==> src/rtl/be_native_arbiter_pkg.sv <==
// Shared types and helpers for the round-robin native back-end port arbiter.
package be_native_arbiter_pkg;

    typedef enum logic [1:0] {
        ARB_IDLE   = 2'd0,
        ARB_SINGLE = 2'd1,
        ARB_BURST  = 2'd2
    } arb_state_e;

    localparam int DEFAULT_WORD_OFF_W = 3;

    // Beats in one cache-line burst for a given word-offset width.
    function automatic int burst_beats(input int word_off_w);
        return 1 << word_off_w;
    endfunction

endpackage

==> src/rtl/rr_priority_sel.sv <==
// Combinational round-robin selector: first set request at or after ptr_i, wrapping.
module rr_priority_sel #(
    parameter int N     = 2,
    parameter int IDX_W = $clog2(N)
) (
    input  logic [N-1:0]     req_i,
    input  logic [IDX_W-1:0] ptr_i,
    output logic [IDX_W-1:0] winner_o,
    output logic             any_o
);

    logic [IDX_W-1:0] idx;

    // Scan from the farthest offset back to ptr_i so the closest request wins last.
    always_comb begin
        winner_o = '0;
        idx      = '0;
        for (int k = N - 1; k >= 0; k--) begin
            idx = IDX_W'((int'(ptr_i) + k) % N);
            if (req_i[idx]) begin
                winner_o = idx;
            end
        end
    end

    assign any_o = |req_i;

endmodule

==> src/rtl/be_native_arbiter.sv <==
// Round-robin arbiter sharing one native back-end port between N cache back-ends;
// the grant is held for a whole single access or cache-line burst.
module be_native_arbiter
    import be_native_arbiter_pkg::*;
#(
    parameter int N_MASTERS  = 2,
    parameter int ADDR_W     = 32,
    parameter int DATA_W     = 32,
    parameter int WORD_OFF_W = DEFAULT_WORD_OFF_W
) (
    input  logic                            clk,
    input  logic                            reset,
    input  logic [N_MASTERS-1:0]            m_valid,
    input  logic [N_MASTERS-1:0]            m_burst,
    input  logic [N_MASTERS*ADDR_W-1:0]     m_addr,
    input  logic [N_MASTERS*DATA_W-1:0]     m_wdata,
    input  logic [N_MASTERS*DATA_W/8-1:0]   m_wstrb,
    output logic [DATA_W-1:0]               m_rdata,
    output logic [N_MASTERS-1:0]            m_ready,
    output logic                            s_valid,
    output logic [ADDR_W-1:0]               s_addr,
    output logic [DATA_W-1:0]               s_wdata,
    output logic [DATA_W/8-1:0]             s_wstrb,
    input  logic [DATA_W-1:0]               s_rdata,
    input  logic                            s_ready
);

    localparam int IDX_W  = $clog2(N_MASTERS);
    localparam int STRB_W = DATA_W / 8;
    localparam int CNT_W  = WORD_OFF_W + 1;
    localparam int BEATS  = burst_beats(WORD_OFF_W);

    localparam logic [CNT_W-1:0] LAST_BEAT = CNT_W'(BEATS - 1);
    localparam logic [IDX_W-1:0] LAST_IDX  = IDX_W'(N_MASTERS - 1);

    arb_state_e       state_q, state_d;
    logic [IDX_W-1:0] grant_q, grant_d;
    logic [IDX_W-1:0] rr_ptr_q, rr_ptr_d;
    logic [CNT_W-1:0] beat_cnt_q, beat_cnt_d;
    logic [IDX_W-1:0] winner;
    logic [IDX_W-1:0] ptr_after_grant;
    logic             any_req;
    logic             busy;

    rr_priority_sel #(
        .N(N_MASTERS)
    ) u_sel (
        .req_i   (m_valid),
        .ptr_i   (rr_ptr_q),
        .winner_o(winner),
        .any_o   (any_req)
    );

    assign busy            = (state_q != ARB_IDLE);
    assign ptr_after_grant = (grant_q == LAST_IDX) ? '0 : grant_q + 1'b1;

    assign m_rdata = s_rdata;
    assign s_valid = busy && m_valid[grant_q];

    // Forward the granted master's request; idles on the last grant (master 0 after reset).
    always_comb begin
        // NOTE: every output of a combinational block gets a default first, so no latch is inferred.
        s_addr  = m_addr[0 +: ADDR_W];
        s_wdata = m_wdata[0 +: DATA_W];
        s_wstrb = m_wstrb[0 +: STRB_W];
        m_ready = '0;
        for (int i = 1; i < N_MASTERS; i++) begin
            if (grant_q == IDX_W'(i)) begin
                s_addr  = m_addr[i*ADDR_W +: ADDR_W];
                s_wdata = m_wdata[i*DATA_W +: DATA_W];
                s_wstrb = m_wstrb[i*STRB_W +: STRB_W];
            end
        end
        if (busy) begin
            m_ready[grant_q] = s_ready;
        end
    end

    always_comb begin
        state_d    = state_q;
        grant_d    = grant_q;
        rr_ptr_d   = rr_ptr_q;
        beat_cnt_d = beat_cnt_q;
        case (state_q)
            ARB_IDLE: begin
                if (any_req) begin
                    grant_d = winner;
                    state_d = m_burst[winner] ? ARB_BURST : ARB_SINGLE;
                end
            end
            ARB_SINGLE: begin
                if (s_ready) begin
                    state_d  = ARB_IDLE;
                    rr_ptr_d = ptr_after_grant;
                end
            end
            ARB_BURST: begin
                if (s_ready) begin
                    if (beat_cnt_q == LAST_BEAT) begin
                        state_d    = ARB_IDLE;
                        beat_cnt_d = '0;
                        rr_ptr_d   = ptr_after_grant;
                    end else begin
                        beat_cnt_d = beat_cnt_q + 1'b1;
                    end
                end
            end
            default: state_d = ARB_IDLE;
        endcase
    end

    // NOTE: sequential state uses non-blocking assignments so every flop samples pre-edge values.
    always_ff @(posedge clk) begin
        if (reset) begin
            state_q    <= ARB_IDLE;
            grant_q    <= '0;
            rr_ptr_q   <= '0;
            beat_cnt_q <= '0;
        end else begin
            state_q    <= state_d;
            grant_q    <= grant_d;
            rr_ptr_q   <= rr_ptr_d;
            beat_cnt_q <= beat_cnt_d;
        end
    end

endmodule

==> config.mk <==
export PLATFORM = sky130hd
export DESIGN_NAME = be_native_arbiter
export DESIGN_NICKNAME = d
export VERILOG_FILES = /design/src/rtl/be_native_arbiter_pkg.sv /design/src/rtl/rr_priority_sel.sv /design/src/rtl/be_native_arbiter.sv
export SDC_FILE = /design/constraint.sdc
export NUM_CORES = 1
export LEC_CHECK = 0
export BUFFER_PORTS_ARGS = -buffer_cell sky130_fd_sc_hd__buf_4
export CAP_MARGIN = 10
export CORE_AREA = 10 10 100 102
export CTS_CLUSTER_SIZE = 8
export DETAILED_ROUTE_END_ITERATION = 6
export DIE_AREA = 0 0 110 112
export PLACE_DENSITY = 0.73
export SYNTH_ARGS = -nofsm -noshare
export SYNTH_HDL_FRONTEND = slang
export SYNTH_SLANG_ARGS = --single-unit
export TNS_END_PERCENT = 50
==> constraint.sdc <==
create_clock -name clk -period 1.4 [get_ports clk]
set_input_delay 0.28 -clock clk [delete_from_list [all_inputs] [get_ports clk]]
set_output_delay 0.28 -clock clk [all_outputs]
set_load 0.01 [all_outputs]
==> metrics.txt, run 1 <==
# TYPE chip_impl_metric gauge
chip_impl_metric{name="drv_slew",unit=""} 0
chip_impl_metric{name="postSynthCellCount",unit=""} 171
chip_impl_metric{name="area_delta_synth_final",unit="%"} 122
chip_impl_metric{name="cts_clock_pin_slew_for_the_worst_setup_and_hold_paths",unit="ns"} 0.05
chip_impl_metric{name="gr-usage-all-layers",unit="%"} 16.0
chip_impl_info{name="critPathSlowestCell",value="sky130_fd_sc_hd__dfxtp_4"} 1
chip_impl_metric{name="holdPathStages",unit=""} 2
chip_impl_metric{name="pin_count",unit=""} 278
chip_impl_metric{name="cts_hold_buf",unit=""} 0
chip_impl_metric{name="max_cap_violations",unit=""} 0
chip_impl_info{name="crit_path_start_kind",value="flop"} 1
chip_impl_metric{name="total_number_of_h_tree_levels",unit=""} 1
chip_impl_metric{name="timing.final.hold_violations",unit=""} 0
chip_impl_metric{name="critPathMaxFanout",unit=""} 10
chip_impl_metric{name="actual_slew_at_the_worst_max_slew_pin",unit="ns"} 0.250
chip_impl_metric{name="finalSetupViolations",unit=""} 71
chip_impl_metric{name="fin_skew",unit="ns"} 0.00413
chip_impl_metric{name="power_report.internal_total",unit="mW"} 1.43
chip_impl_metric{name="grt_pass1_vias",unit=""} 2327
chip_impl_metric{name="numPlacedInstances",unit=""} 450
chip_impl_metric{name="max_slew_margin",unit="%"} 83.1
chip_impl_info{name="violations_in_the_final_reports",value="setup timing"} 1
chip_impl_info{name="cts.root.buffer_cell",value="sky130_fd_sc_hd__clkbuf_8"} 1
chip_impl_metric{name="post_dp_hpwl",unit="µm"} 9290
chip_impl_metric{name="initial_core_util",unit="%"} 19.5
chip_impl_metric{name="final_layout_size_suffix_gt1_share",unit="%"} 81.5
chip_impl_metric{name="synth_warnings",unit=""} 0
chip_impl_metric{name="fin_cells",unit=""} 456
chip_impl_metric{name="dr.pass1.iters",unit=""} 4
chip_impl_metric{name="clock-sinks",unit=""} 8
chip_impl_metric{name="critical_path.max_stage_delay",unit="ns"} 0.43
chip_impl_metric{name="wire_length_of_the_first_global_routing_pass",unit="µm"} 14900
chip_impl_metric{name="portBuffers",unit=""} 213
chip_impl_metric{name="vdd_drop_max",unit="mV"} 0.215
chip_impl_info{name="cell_types_occupying_the_most_area_after_synthesis",value="sky130_fd_sc_hd__mux2_2 26%, sky130_fd_sc_hd__mux2_1 23%, sky130_fd_sc_hd__buf_4 15%"} 1
chip_impl_metric{name="detail_routed_via_count_per_cell",unit=""} 4.38
chip_impl_metric{name="vias",unit=""} 1998
chip_impl_metric{name="reg2reg_setup_slack",unit="ns"} 0.13
chip_impl_metric{name="timing.reg2reg.worst_path_depth",unit=""} 3
chip_impl_metric{name="floorplan.die.width",unit="µm"} 110
chip_impl_metric{name="max_freq",unit="MHz"} 598
chip_impl_info{name="critical_path.reg2reg.startpoint",value="beat_cnt_q[0]"} 1
chip_impl_metric{name="power_leakage",unit="nW"} 1.77
chip_impl_metric{name="antenna_found_initial",unit=""} 0
chip_impl_metric{name="net_switching_power_figure",unit="mW"} 0.760
chip_impl_metric{name="violation_count_after_the_first_detailed_route_iteration",unit=""} 36
chip_impl_metric{name="number_of_clock_buffers_inserted_by_tritoncts",unit=""} 3
chip_impl_metric{name="power.switching_fraction",unit="%"} 34.7
chip_impl_info{name="status",value="finished with violations"} 1
chip_impl_info{name="worst_hold_path_type",value="in -> reg"} 1
chip_impl_info{name="routed.top_layer",value="met4"} 1
chip_impl_metric{name="synth-seq-cells",unit=""} 8
chip_impl_metric{name="finalCritPeriodShare",unit="%"} 119
chip_impl_info{name="final_common_cell",value="sky130_fd_sc_hd__buf_4"} 1
chip_impl_metric{name="maximum_number_of_pins_on_one_net_before_global_route_repair",unit=""} 15
chip_impl_metric{name="core_area",unit="µm²"} 8050
chip_impl_metric{name="synth_seq_area_share",unit="%"} 10.2
chip_impl_metric{name="clkLatencyLatePin",unit="ns"} 0.24
chip_impl_info{name="rsz0062_at_grt",value="true"} 1
chip_impl_metric{name="seq_power_share",unit="%"} 13.1
chip_impl_info{name="cts_tree",value="done"} 1
chip_impl_metric{name="clock_path_buffers",unit=""} 2
chip_impl_metric{name="wl_met1",unit="µm"} 4520
chip_impl_info{name="final_cell_mix",value="175 x sky130_fd_sc_hd__buf_4, 44 x sky130_fd_sc_hd__mux2_4, 43 x sky130_fd_sc_hd__buf_6"} 1
chip_impl_info{name="worstReg2RegEnd",value="beat_cnt_q[3]"} 1
chip_impl_metric{name="crit_required",unit="ns"} 1.12
chip_impl_metric{name="preCtsSetupSlack",unit="ns"} -0.0429
chip_impl_metric{name="setup_total_negative_slack",unit="ns"} -14.31
chip_impl_info{name="worst_hold_endpoint",value="grant_q"} 1
chip_impl_metric{name="synth.avg_cell_area",unit="µm²"} 9.20
chip_impl_metric{name="area_of_the_die",unit="µm²"} 12300
chip_impl_metric{name="antenna_cells",unit=""} 0
chip_impl_metric{name="post_synthesis_instance_area",unit="µm²"} 1570
chip_impl_metric{name="data_arrival_time_at_the_worst_slack_endpoint",unit="ns"} 1.39
chip_impl_metric{name="globalplace.congestion",unit=""} 0.902
chip_impl_metric{name="die_h",unit="µm"} 112
chip_impl_metric{name="core.rowCount",unit=""} 33
chip_impl_info{name="cp_cell_sequence",value="buf_8 > mux2_2 > buf_4"} 1
chip_impl_metric{name="drtAntennaViolNets",unit=""} 0
chip_impl_info{name="cp-end-kind",value="output port"} 1
chip_impl_metric{name="detail_route.drc_violations",unit=""} 0
chip_impl_metric{name="wire_per_inst",unit="µm"} 23.6
chip_impl_metric{name="layout_setup_ws",unit="ns"} -0.272
chip_impl_metric{name="met3_wirelength",unit="µm"} 985
chip_impl_metric{name="utilization",unit="%"} 43.3
chip_impl_metric{name="synth_cell_types",unit=""} 34
chip_impl_metric{name="detail_route.wirelength",unit="µm"} 10700
chip_impl_metric{name="synth_top_area_share",unit="%"} 25.8
chip_impl_metric{name="finalNetCount",unit=""} 529
chip_impl_metric{name="final_critical_period",unit="ns"} 1.67
chip_impl_metric{name="power.combinational.fraction",unit="%"} 73.4
chip_impl_info{name="yosysTopAreaCell",value="sky130_fd_sc_hd__mux2_2"} 1
chip_impl_metric{name="powerDensity",unit="nW/µm²"} 628
chip_impl_metric{name="overflow",unit=""} 0
chip_impl_metric{name="nets_in_the_synthesized_netlist",unit=""} 347
chip_impl_metric{name="met2_length",unit="µm"} 5090
chip_impl_info{name="timing.hold.worst.start",value="reset"} 1
chip_impl_metric{name="p_clk_share",unit="%"} 13.5
chip_impl_info{name="category_of_the_most_critical_setup_path",value="reg -> out"} 1
## worst max-delay path: cells and delay by family, from the launching register on
kind	cells	cell delay [ns]
buffers and inverters	2	0.33
muxes	1	0.39
DFF	1	0.43
## state kept, by name, indices dropped and copies added, names as in the netlist
| name | cells |
|---|---|
| beat_cnt_q | 4 |
| grant_q | 1 |
| rr_ptr_q | 1 |
| state_q | 2 |
## cells in the mapped netlist
cell type	count
sky130_fd_sc_hd__a211o_1	2
sky130_fd_sc_hd__a21oi_1	5
sky130_fd_sc_hd__a311oi_2	1
sky130_fd_sc_hd__a31oi_1	3
sky130_fd_sc_hd__and3_1	1
sky130_fd_sc_hd__and4bb_1	1
sky130_fd_sc_hd__buf_1	1
sky130_fd_sc_hd__buf_2	12
sky130_fd_sc_hd__buf_4	32
sky130_fd_sc_hd__dfxtp_1	8
sky130_fd_sc_hd__ha_1	1
sky130_fd_sc_hd__inv_1	2
sky130_fd_sc_hd__mux2_1	32
sky130_fd_sc_hd__mux2_2	36
sky130_fd_sc_hd__mux2i_1	3
sky130_fd_sc_hd__nand2_1	4
sky130_fd_sc_hd__nand2b_1	1
sky130_fd_sc_hd__nand3_1	2
sky130_fd_sc_hd__nand3b_1	2
sky130_fd_sc_hd__nand3b_4	1
sky130_fd_sc_hd__nand4_1	1
sky130_fd_sc_hd__nand4b_1	1
sky130_fd_sc_hd__nor2_1	5
sky130_fd_sc_hd__nor2b_1	1
sky130_fd_sc_hd__nor3b_1	1
sky130_fd_sc_hd__nor4bb_1	1
sky130_fd_sc_hd__o21ai_0	4
sky130_fd_sc_hd__o221ai_1	1
sky130_fd_sc_hd__or2_1	1
sky130_fd_sc_hd__or2b_1	1
sky130_fd_sc_hd__or3_1	1
sky130_fd_sc_hd__or3b_1	1
sky130_fd_sc_hd__or4_1	1
sky130_fd_sc_hd__xor2_1	1
## cell families after synthesis
group,Yosys count,synth area share [%]
buf+inv,47,19.8
fa+ha+maj,1,0.795
compound gates,16,6.68
mux,71,50.6
xor+xnor,1,0.557
flops,8,10.2
simple gates,27,11.4
## worst max-delay path by stage
stage / from / to / slack, ns / cells past startpoint
4_1_cts: grant_q / s_addr[8] / -0.30 / 4
3_3_place_gp: grant_q / s_wdata[25] / -0.05 / 3
6_report: grant_q / s_wstrb[3] / -0.27 / 3
5_1_grt: grant_q / s_wdata[1] / -0.30 / 3
2_1_floorplan: grant_q / s_addr[10] / 0.06 / 3
3_5_place_dp: grant_q / s_wdata[9] / -0.04 / 3
## metrics by stage
| step | power (mW) | area, µm² | hold WS [ns] |
|---|---|---|---|
| 6_report | 2.19 | 3490 | 0.281 |
| 5_1_grt | 2.31 | 3490 | 0.290 |
| 4_1_cts | 2.17 | 3430 | 0.280 |
| 3_5_place_dp | 1.63 | 3070 | 0.485 |
| 3_3_place_gp | 1.62 | 3070 | 0.472 |
| 2_1_floorplan | 0.927 | 1570 | 0.456 |
## metal layers
| layer | global-route usage, % | up-vias |
|---|---|---|
| met5 | 0 | - |
| met4 | 3.13 | 0 |
| met3 | 4.96 | 23 |
| met2 | 25.8 | 112 |
| met1 | 20.4 | 918 |
| li1 | - | 945 |
## power by group through the flow
stage / registers [mW] / logic (mW) / clock network [mW]
after CTS: 0.287 / 1.58 / 0.303
after detailed placement: 0.283 / 1.35 / 0
after global routing: 0.290 / 1.70 / 0.316
after floorplan: 0.269 / 0.658 / 0
after global placement: 0.280 / 1.34 / 0
final: 0.288 / 1.61 / 0.295
## layout make-up
type / instances / area (µm²)
multi-input combinational: 116 / 1270
tap: 105 / 131
sequential: 8 / 166
clock buffer: 3 / 41.3
timing repair buffer: 222 / 1870
inverter: 2 / 7.51
fill: 818 / 4560
## timing repair
action                     CTS  global route
gates cloned                 2             0
buffers inserted             3             0
setup endpoints to repair   71            71
gates resized for setup     65            31
No activity file was read; power rests on OpenSTA's default activity.
==> run 2, diff against run 1 <==
--- a/config.mk
+++ b/config.mk
@@ -9,3 +9,3 @@
 export CAP_MARGIN = 10
-export CORE_AREA = 10 10 100 102
+export CORE_AREA = 3 3 107 109
 export CTS_CLUSTER_SIZE = 8
@@ -13,3 +13,3 @@
 export DIE_AREA = 0 0 110 112
-export PLACE_DENSITY = 0.73
+export PLACE_DENSITY = 0.56
 export SYNTH_ARGS = -nofsm -noshare
--- a/constraint.sdc
+++ b/constraint.sdc
@@ -3,2 +3,2 @@
 set_output_delay 0.28 -clock clk [all_outputs]
-set_load 0.01 [all_outputs]
+set_load 0.02 [all_outputs]
==> run 2 against run 1 <==
  * The flow still finishes with violations (setup timing)
  * Sequential power is essentially flat
  * Final area up 9.3%
  * Via count up 4.8%
  * Final cell count is 9.2% higher
  * Worst setup slack improved by 0.026 ns
  * Clock skew decreased by 0.0022 ns
  * Fmax increased by 1.6%
  * Combinational power rose by 19%
  * Largest cell class unchanged
==> metrics.txt, run 2 (synthesis gave the netlist of run 1 again) <==
# TYPE chip_impl_metric gauge
chip_impl_metric{name="dr.pass1.iters",unit=""} 3
chip_impl_metric{name="core.rowCount",unit=""} 38
chip_impl_metric{name="clkLatencyLatePin",unit="ns"} 0.24
chip_impl_metric{name="hold-worst-slack",unit="ns"} 0.269
chip_impl_metric{name="finalSetupViolations",unit=""} 71
chip_impl_metric{name="cts_clock_pin_slew_for_the_worst_setup_and_hold_paths",unit="ns"} 0.05
chip_impl_metric{name="max_freq",unit="MHz"} 608
chip_impl_info{name="final_cell_mix",value="154 x sky130_fd_sc_hd__buf_4, 63 x sky130_fd_sc_hd__buf_6, 54 x sky130_fd_sc_hd__mux2_4"} 1
chip_impl_metric{name="final.fill_count",unit=""} 1070
chip_impl_metric{name="overflow",unit=""} 0
chip_impl_metric{name="wire_per_inst",unit="µm"} 18.2
chip_impl_info{name="cts.root.buffer_cell",value="sky130_fd_sc_hd__clkbuf_8"} 1
chip_impl_metric{name="power_leakage",unit="nW"} 1.89
chip_impl_metric{name="globalplace.congestion",unit=""} 0.803
chip_impl_metric{name="layout_setup_ws",unit="ns"} -0.246
chip_impl_metric{name="portBuffers",unit=""} 213
chip_impl_metric{name="max_slew_margin",unit="%"} 80.4
chip_impl_metric{name="clock-sinks",unit=""} 8
chip_impl_metric{name="final_critical_period",unit="ns"} 1.65
chip_impl_info{name="cts_tree",value="done"} 1
chip_impl_metric{name="fin_cells",unit=""} 498
chip_impl_metric{name="detail_routed_via_count_per_cell",unit=""} 4.20
chip_impl_info{name="top_regs",value="beat_cnt_q: 4 flops, state_q: 2 flops"} 1
chip_impl_metric{name="maximum_number_of_pins_on_one_net_before_global_route_repair",unit=""} 33
chip_impl_metric{name="clock_path_buffers",unit=""} 2
chip_impl_metric{name="gr-usage-all-layers",unit="%"} 11.6
chip_impl_metric{name="timing.final.hold_violations",unit=""} 0
chip_impl_metric{name="drv_slew",unit=""} 0
chip_impl_metric{name="drtAntennaViolNets",unit=""} 0
chip_impl_metric{name="vdd_drop_max",unit="mV"} 0.282
chip_impl_metric{name="max_cap_violations",unit=""} 0
chip_impl_metric{name="finalCritPeriodShare",unit="%"} 118
chip_impl_metric{name="preCtsSetupSlack",unit="ns"} -0.0322
chip_impl_metric{name="vias",unit=""} 2093
chip_impl_metric{name="detail_route.drc_violations",unit=""} 0
chip_impl_info{name="cp-end-kind",value="output port"} 1
chip_impl_metric{name="detail_route.wirelength",unit="µm"} 9060
chip_impl_metric{name="critPathMaxFanout",unit=""} 8
chip_impl_metric{name="total_number_of_h_tree_levels",unit=""} 1
chip_impl_info{name="status",value="finished with violations"} 1
chip_impl_metric{name="die_h",unit="µm"} 112
chip_impl_info{name="violations_in_the_final_reports",value="setup timing"} 1
chip_impl_info{name="crit_path_start_kind",value="flop"} 1
chip_impl_info{name="rsz0062_at_grt",value="true"} 1
chip_impl_info{name="max_flop_register",value="beat_cnt_q"} 1
chip_impl_info{name="final_common_cell",value="sky130_fd_sc_hd__buf_4"} 1
chip_impl_metric{name="violation_count_after_the_first_detailed_route_iteration",unit=""} 29
chip_impl_metric{name="antenna_found_initial",unit=""} 0
chip_impl_info{name="worst_hold_path_type",value="in -> reg"} 1
chip_impl_metric{name="initial_core_util",unit="%"} 14.7
chip_impl_metric{name="antenna_cells",unit=""} 0
chip_impl_metric{name="number_of_clock_buffers_inserted_by_tritoncts",unit=""} 3
chip_impl_metric{name="final_layout_size_suffix_gt1_share",unit="%"} 83.8
chip_impl_metric{name="utilization",unit="%"} 35.6
chip_impl_metric{name="fin_skew",unit="ns"} 0.00191
chip_impl_metric{name="largest_register_ffs",unit=""} 4
chip_impl_metric{name="pin_count",unit=""} 278
chip_impl_metric{name="post_dp_hpwl",unit="µm"} 6920
chip_impl_info{name="category_of_the_most_critical_setup_path",value="reg -> out"} 1
chip_impl_metric{name="finalNetCount",unit=""} 535
chip_impl_metric{name="placement.cell_area",unit="µm²"} 3110
chip_impl_metric{name="numPlacedInstances",unit=""} 483
chip_impl_metric{name="area_delta_synth_final",unit="%"} 142
chip_impl_metric{name="core_area",unit="µm²"} 10700
chip_impl_metric{name="final_area",unit="µm²"} 3810
chip_impl_metric{name="setup_total_negative_slack",unit="ns"} -15.60
chip_impl_metric{name="data_arrival_time_at_the_worst_slack_endpoint",unit="ns"} 1.37
chip_impl_metric{name="actual_slew_at_the_worst_max_slew_pin",unit="ns"} 0.293
chip_impl_metric{name="wire_length_of_the_first_global_routing_pass",unit="µm"} 11100
chip_impl_metric{name="grt_pass1_vias",unit=""} 2102
chip_impl_metric{name="total_power",unit="mW"} 2.52
chip_impl_metric{name="powerDensity",unit="nW/µm²"} 660
chip_impl_metric{name="floorplan.die.width",unit="µm"} 110
chip_impl_metric{name="area_of_the_die",unit="µm²"} 12300
chip_impl_metric{name="crit_required",unit="ns"} 1.12
==> run 2: cell types whose count changed in the layout (fill, tap and decap cells not counted), sizes merged <==
| cell | before | now |
|---|---|---|
| clkbuf | 3 | 8 |
| buf | 222 | 224 |
==> run 2: repair_timing <==
item	in CTS	in global routing
cloned	0	6
setup endpoints to repair	71	71
pin swaps	1	3
hold buffers	0	0
gates resized for setup	13	127
buffers inserted	0	5
==> run 2: where the power goes <==
| group | switching [mW] | leakage, nW | total (mW) | internal, mW |
|---|---|---|---|---|
| Sequential | 0.0381 | 0.0669 | 0.291 | 0.252 |
| Clock | 0.112 | 0.0228 | 0.311 | 0.199 |
| Combinational | 0.779 | 1.80 | 1.92 | 1.14 |
| Total | 0.928 | 1.89 | 2.52 | 1.59 |
==> run 2: path summary, 6_finish.rpt <==
kind / from / end / slack (ns) / cells after the start
hold / removal: reset / state_q[1] / 0.27 / 2
setup reg to reg: grant_q / rr_ptr_q / 0.07 / 6
hold reg to reg: beat_cnt_q[3] / beat_cnt_q[3] / 0.49 / 2
setup / recovery: grant_q / s_wdata[17] / -0.25 / 4
==> run 2: cell type report <==
type | instances | area (µm²) | share of cell area [%]
Timing Repair Buffer | 228 | 2090 | 54.7
Multi-Input combinational cell | 116 | 1330 | 34.9
Tap cell | 140 | 175 | 4.59
Sequential cell | 8 | 169 | 4.43
Clock buffer | 4 | 45.0 | 1.18
Inverter | 2 | 7.51 | 0.197
==> run 2: worst max-delay path, cell delays in order (launching register included) <==
cell                      delay (ns)
sky130_fd_sc_hd__dfxtp_4        0.36
sky130_fd_sc_hd__buf_8          0.14
sky130_fd_sc_hd__buf_12         0.14
sky130_fd_sc_hd__mux2_2         0.35
sky130_fd_sc_hd__buf_6          0.13
==> run 2: per-layer routing <==
layer / vias to the layer above / share of wire (%) / track usage (%)
li1: 963 / - / -
met3: 9 / 8.3 / 3.42
met2: 121 / 57 / 22.4
met5: - / 0 / 0
met1: 1000 / 34 / 11.9
met4: 0 / 1.1 / 2.83
